**src/rtl/uart_mmio.sv**
```systemverilog
// uart_mmio: word-wide valid/ready register bridge in front of the UART core.
// Adds a one-byte TX hold register and a one-byte RX prefetch register.
//
// Parameter:
//   WAIT_LIMIT  max stall cycles for a DATA write on a full hold (0 = forever)
// Optional feature macro:
//   UART_MMIO_IRQ_EN  enables CTRL (bit0 rx irq en, bit1 tx irq en) and irq
// Ports:
//   clk, rst_n        clock, async active-low reset
//   bus_valid/we      request strobe and direction
//   bus_addr          0 DATA, 1 STATUS, 2 CTRL, 3 reserved
//   bus_wdata/wstrb   write data and byte enables (only wstrb[0] used)
//   bus_ready/rdata   one-cycle registered response and read data
//   tx_available/data byte offered to the UART, tx_ack when taken
//   rx_data/rx_ack    FIFO head from the UART, rx_pop requests it
//   irq               registered level interrupt
module uart_mmio #(
  parameter int WAIT_LIMIT = 0
) (
  input  logic        clk,
  input  logic        rst_n,
  input  logic        bus_valid,
  input  logic        bus_we,
  input  logic [1:0]  bus_addr,
  input  logic [31:0] bus_wdata,
  input  logic [3:0]  bus_wstrb,
  output logic        bus_ready,
  output logic [31:0] bus_rdata,
  output logic        tx_available,
  output logic [7:0]  tx_data,
  input  logic        tx_ack,
  input  logic [7:0]  rx_data,
  output logic        rx_pop,
  input  logic        rx_ack,
  output logic        irq
);

  typedef enum logic [1:0] {
    IDLE,
    WAIT_TX,
    RESP
  } state_e;

  localparam logic [1:0] A_DATA   = 2'd0;
  localparam logic [1:0] A_STATUS = 2'd1;
  localparam logic [1:0] A_CTRL   = 2'd2;

  localparam int CW =
    (WAIT_LIMIT > 1) ? $clog2(WAIT_LIMIT) : 1;
  localparam logic [CW-1:0] CNT_LAST =
    CW'(WAIT_LIMIT - 1);

  state_e        state_q, state_d;
  logic          ready_q, ready_d;
  logic [31:0]   rdata_q, rdata_d;
  logic          hold_valid_q, hold_valid_d;
  logic [7:0]    hold_data_q, hold_data_d;
  logic          pf_valid_q, pf_valid_d;
  logic [7:0]    pf_data_q, pf_data_d;
  logic          tx_drop_q, tx_drop_d;
  logic [CW-1:0] cnt_q, cnt_d;
  logic          rx_pop_q, rx_pop_d;
  logic          irq_q, irq_d;
  logic [1:0]    ctrl_q, ctrl_d;

  logic [31:0]   rd_word;
  logic          load;
  logic          drop;

  logic unused_bits;
  assign unused_bits =
    ^{bus_wdata[31:8], bus_wstrb[3:1]};

  always_comb begin
    rd_word = '0;
    unique case (bus_addr)
      A_DATA: begin
        if (pf_valid_q)
          rd_word = {1'b1, 23'b0, pf_data_q};
      end
      A_STATUS: begin
        rd_word = {29'b0, tx_drop_q,
                   !hold_valid_q, pf_valid_q};
      end
      A_CTRL: begin
`ifdef UART_MMIO_IRQ_EN
        rd_word = {30'b0, ctrl_q};
`else
        rd_word = '0;
`endif
      end
      default: rd_word = '0;
    endcase
  end

  always_comb begin
    state_d      = state_q;
    rdata_d      = '0;
    hold_valid_d = hold_valid_q;
    hold_data_d  = hold_data_q;
    pf_valid_d   = pf_valid_q;
    pf_data_d    = pf_data_q;
    tx_drop_d    = tx_drop_q;
    cnt_d        = cnt_q;
    ctrl_d       = ctrl_q;
    load         = 1'b0;
    drop         = 1'b0;

    unique case (state_q)
      IDLE: begin
        if (bus_valid) begin
          state_d = RESP;
          if (!bus_we) begin
            rdata_d = rd_word;
            if (bus_addr == A_DATA)
              pf_valid_d = 1'b0;
          end else if (bus_wstrb[0]) begin
            unique case (bus_addr)
              A_DATA: begin
                if (hold_valid_q && !tx_ack)
                  state_d = WAIT_TX;
                else
                  load = 1'b1;
              end
              A_STATUS: begin
                if (bus_wdata[2])
                  tx_drop_d = 1'b0;
              end
              A_CTRL: begin
`ifdef UART_MMIO_IRQ_EN
                ctrl_d = bus_wdata[1:0];
`endif
              end
              default: ;
            endcase
          end
        end
      end
      WAIT_TX: begin
        if (!hold_valid_q || tx_ack) begin
          load    = 1'b1;
          state_d = RESP;
          cnt_d   = '0;
        end else if (WAIT_LIMIT != 0 &&
                     cnt_q == CNT_LAST) begin
          drop    = 1'b1;
          state_d = RESP;
          cnt_d   = '0;
        end else begin
          cnt_d = cnt_q + CW'(1);
        end
      end
      RESP: begin
        state_d = IDLE;
      end
      default: state_d = IDLE;
    endcase

    // ack frees the hold; a same-cycle load refills it
    if (tx_ack)
      hold_valid_d = 1'b0;
    if (load) begin
      hold_valid_d = 1'b1;
      hold_data_d  = bus_wdata[7:0];
    end
    if (drop)
      tx_drop_d = 1'b1;

    // a fresh byte from the UART overrides a same-cycle pop
    if (rx_ack) begin
      pf_valid_d = 1'b1;
      pf_data_d  = rx_data;
    end

    ready_d  = (state_d == RESP);
    rx_pop_d = !pf_valid_d;
`ifdef UART_MMIO_IRQ_EN
    irq_d = (ctrl_d[0] & pf_valid_d) |
            (ctrl_d[1] & !hold_valid_d);
`else
    irq_d = 1'b0;
`endif
  end

  always_ff @(posedge clk or negedge rst_n) begin
    if (!rst_n) begin
      state_q      <= IDLE;
      ready_q      <= 1'b0;
      rdata_q      <= '0;
      hold_valid_q <= 1'b0;
      hold_data_q  <= '0;
      pf_valid_q   <= 1'b0;
      pf_data_q    <= '0;
      tx_drop_q    <= 1'b0;
      cnt_q        <= '0;
      rx_pop_q     <= 1'b1;
      irq_q        <= 1'b0;
      ctrl_q       <= '0;
    end else begin
      state_q      <= state_d;
      ready_q      <= ready_d;
      rdata_q      <= rdata_d;
      hold_valid_q <= hold_valid_d;
      hold_data_q  <= hold_data_d;
      pf_valid_q   <= pf_valid_d;
      pf_data_q    <= pf_data_d;
      tx_drop_q    <= tx_drop_d;
      cnt_q        <= cnt_d;
      rx_pop_q     <= rx_pop_d;
      irq_q        <= irq_d;
      ctrl_q       <= ctrl_d;
    end
  end

  assign bus_ready    = ready_q;
  assign bus_rdata    = rdata_q;
  assign tx_available = hold_valid_q;
  assign tx_data      = hold_data_q;
  assign rx_pop       = rx_pop_q;
  assign irq          = irq_q;

endmodule
```
**config.mk**
```make
export PLATFORM = sky130hd
export DESIGN_NAME = uart_mmio
export DESIGN_NICKNAME = d
export VERILOG_FILES = /design/src/rtl/uart_mmio.sv
export SDC_FILE = /design/constraint.sdc
export NUM_CORES = 1
export LEC_CHECK = 0
export CORE_MARGIN = 2
export CORE_UTILIZATION = 34
export DETAILED_ROUTE_END_ITERATION = 8
export PLACE_DENSITY = 0.79
export SLEW_MARGIN = 20
export SYNTH_ARGS = -nofsm -noshare
export SYNTH_HDL_FRONTEND = slang
export SYNTH_SLANG_ARGS = --single-unit
```
**constraint.sdc**
```tcl
create_clock -name clk -period 1.9 [get_ports clk]
set_input_delay 0.19 -clock clk [delete_from_list [all_inputs] [get_ports clk]]
set_output_delay 0.19 -clock clk [all_outputs]
set_load 0.02 [all_outputs]
```
==> summary by stage <==
Clock tree
The clock tree synthesis step divided the H-tree into 2 levels. The number of cells upsized or downsized after cts is 0. The CTS tree is built. TritonCTS created 5 clock buffers. The number of buffers added for setup after CTS is 0. Clock latency on the worst-skew pair, taken at its later pin, is 0.27 ns.

The number of hold-repair buffers added at the cts stage is 0. The clock tree buffer depth is 2. The total clock sinks is 31. The clock edge transition at the registers on the reported setup and hold paths is 0.06 ns. The root cell of the clock tree is sky130_fd_sc_hd__clkbuf_8.

Global routing
The number of global-route vias before repair is 813. Summed over all layers, the global routing overflow is 0. The largest net degree at the start of global routing is 32.

The first global-routing pass estimated 3610 um of wire. The initial antenna violation count is 0. The global-route usage over all layers is 11.3%.

Timing
The minimum clock period after layout is 1.61 ns. The final number of hold-violating endpoints is 0. The clock arrives with 0.00216 ns of skew. The setup TNS is 0 ns. Timing would allow up to 619 MHz. Setup repair after global routing left no endpoint under its margin. The worst hold slack across all endpoints is 0.305 ns. The share of the clock period used by the worst path after layout is 85.0%. The number of pins with negative max-slew slack in the final report is 0. Setup violations remaining at the end of the flow were counted as 0. The worst path setup slack after routing is 0.285 ns.

Floorplanning
The width of the die is 67.2 um. The initialized floorplan defines 22 standard-cell rows. Pin placement for this block handled 96 I/O pins.

The area of the placeable core is 3740 sq um. The overall die area is 4510 sq um. The starting utilization of the core area is 36.2%.

The die is 67.2 um tall.

Critical path
The kind of start point of the critical path is a flip-flop. The beginning of the critical path is state_q[1]. The start-to-end type of the worst setup path is flip-flop to flip-flop. Data on the critical path arrives at its endpoint at 1.82 ns. The worst-path maximum fanout is 7. The startpoint identified for the worst register-to-register timing path is state_q[1]. The signal on the critical path passes through nand2b_4, or4_4, nor3b_4, and2_1. STA puts the critical path data required time at 2.11 ns. The endpoint type of the worst setup path is a flip-flop.

The largest single stage delay on the critical path is 0.46 ns. The worst-path cell with the longest stage delay is sky130_fd_sc_hd__or4_4.

Pwr
The power per standard cell area is 888 nW/um^2. The static power due to leakage is 0.851 nW. The total power consumption of the routed design is 1.66 mW. IR analysis of the VDD net gives a maximum drop of 0.310 mV.

Logic synthesis
Of the post-synthesis cell area, the dominant cell type holds 55.4%. Sorting the synthesized cells by area gives the leading types as sky130_fd_sc_hd__dfrtp_1, sky130_fd_sc_hd__mux2_2, sky130_fd_sc_hd__buf_4. Counting distinct cell types in the post-synthesis netlist gives 23. The synthesized design contains 31 register bits. The biggest area consumer among synthesized cells is sky130_fd_sc_hd__dfrtp_1. The synthesized netlist occupies a cell area of 1360 sq um. Yosys printed 0 warnings. Sequential elements use 57.3% of the synthesized area.

In this run the mean area of a mapped cell was 13.0 sq um. The number of cells produced by synthesis is 104.

Drt
Once detail routing completed, the nets flagged for antenna violations numbered 0. The routed wire length is 2400 um. The starting DRC count in detailed routing is 52. For this run, design rule violations remaining after detail routing come to 0.

The via-per-instance ratio is 4.30. The first TritonRoute pass finished after 4 iterations. The routed wire length per instance is 11.8 um. The number of vias after detailed routing is 872.

Final layout
The final cell area excluding filler cells is 1870 sq um. The filler cells instantiated in the layout total 340. In the final layout, the share of cells above drive strength 1 is 20.6%.

The repair_antennas step left the layout with diodes totalling 0. Compared with the post-synthesis result, the final layout area differs by 37.8%. For this run, the post-layout net count is 206. The final cell count without fillers is 203. The final standard cell utilization of the core is 49.9%.

Placement
The instance count after placement with tap cells included is 195. The count of port buffers added during placement is 44. The minimum setup slack after placement is 0.0148 ns. The wire-length estimate of the detail-placed layout is 1880 um. The cell area after placement is 1770 sq um.

The final weighted congestion in routability-driven placement is 0.805.

Hold path
The type of the tightest min-delay check is primary input to async pin.

Job
The max-capacitance violation count is 0.

Outcome
The flow ran to the end, and the final reports show no timing, DRC or antenna violations.
-- logic make-up after synthesis --
kind of cell / after synthesis / share of synthesized area, %
buffers and inverters: 26 / 13.9
AOI/OAI and AO/OA: 5 / 2.21
other: 1 / 0.276
and+or+nand+nor: 24 / 12.2
DFF: 31 / 57.3
muxes: 17 / 14.1
-- cells in the mapped netlist --
library cell and number:
sky130_fd_sc_hd__mux2_2 17, sky130_fd_sc_hd__nor3b_1 1, sky130_fd_sc_hd__o21ai_0 2, sky130_fd_sc_hd__buf_2 1, sky130_fd_sc_hd__nor2_1 5, sky130_fd_sc_hd__or2_2 1, sky130_fd_sc_hd__nor3_1 2, sky130_fd_sc_hd__nand2b_4 1
sky130_fd_sc_hd__nor3b_4 1, sky130_fd_sc_hd__and4bb_2 1, sky130_fd_sc_hd__dfstp_2 1, sky130_fd_sc_hd__a21o_1 1, sky130_fd_sc_hd__and2_1 7, sky130_fd_sc_hd__buf_4 24, sky130_fd_sc_hd__clkbuf_1 1, sky130_fd_sc_hd__or4_4 1
sky130_fd_sc_hd__nand2b_1 1, sky130_fd_sc_hd__conb_1 1, sky130_fd_sc_hd__o21a_1 1, sky130_fd_sc_hd__nor2b_1 2, sky130_fd_sc_hd__a21oi_1 1, sky130_fd_sc_hd__dfrtp_1 30, sky130_fd_sc_hd__nand2_1 1
-- sequential cells by signal, indices dropped and copies added, names as in the netlist --
register,count
bus_rdata,9
bus_ready,1
pf_data_q,8
pf_valid_q,1
rx_pop,1
state_q,2
tx_available,1
tx_data,8
-- final cells by class --
| cell class | instances | area [sq um] | share of cell area (%) |
|---|---|---|---|
| clock buffers | 8 | 100 | 5.35 |
| multi-input cells | 70 | 477 | 25.5 |
| well taps | 48 | 60.1 | 3.21 |
| repair buffers | 46 | 455 | 24.4 |
| flip-flops and latches | 31 | 777 | 41.6 |
-- worst paths after layout --
check,to,slack [ns],cells after the start
worst max-delay path,bus_rdata[3],0.29,4
worst min-delay path,bus_rdata[31],0.30,2
worst max register to register,bus_rdata[3],0.29,4
worst min register to register,bus_rdata[5],0.47,1
max in group asynchronous,rx_pop,1.29,2
min in group clk,bus_rdata[5],0.47,1
-- report_power, final --
group          switching (mW)  internal [mW]  leakage [nW]  total (mW)
Combinational           0.171          0.182         0.409       0.353
Clock                   0.218          0.330        0.0515       0.547
Sequential             0.0314          0.728         0.391       0.759
-- cell usage in the layout (no fill, tap or decap) --
cell,netlist,final
sky130_fd_sc_hd__dfrtp_1,30,30
sky130_fd_sc_hd__buf_4,24,2
sky130_fd_sc_hd__nor3b_1,1,1
sky130_fd_sc_hd__o21ai_0,2,2
sky130_fd_sc_hd__a21o_1,1,1
sky130_fd_sc_hd__clkbuf_1,1,1
sky130_fd_sc_hd__nor3b_4,1,1
sky130_fd_sc_hd__conb_1,1,24
sky130_fd_sc_hd__clkdlybuf4s50_1,0,44
sky130_fd_sc_hd__a21oi_1,1,1
sky130_fd_sc_hd__nor2_1,5,5
sky130_fd_sc_hd__mux2_2,17,17
sky130_fd_sc_hd__nor3_1,2,2
sky130_fd_sc_hd__nor2b_1,2,2
sky130_fd_sc_hd__or4_4,1,1
sky130_fd_sc_hd__o21a_1,1,1
sky130_fd_sc_hd__nand2b_4,1,1
sky130_fd_sc_hd__and4bb_2,1,1
sky130_fd_sc_hd__nand2b_1,1,1
sky130_fd_sc_hd__nand2_1,1,1
sky130_fd_sc_hd__clkbuf_8,0,7
sky130_fd_sc_hd__or2_2,1,1
sky130_fd_sc_hd__dfstp_2,1,1
sky130_fd_sc_hd__and2_1,7,7
-- critical path, delay by kind of cell (launching register included) --
kind | cells | cell delay, ns
simple gates | 4 | 1.13
flops | 1 | 0.42
-- metal layers --
metal	track usage [%]	share of wire [%]
met5	0	0
met4	8.67	4.6
met3	4.83	11
met2	19.1	50
met1	10.8	34
Power figures use the tool's default switching activity.
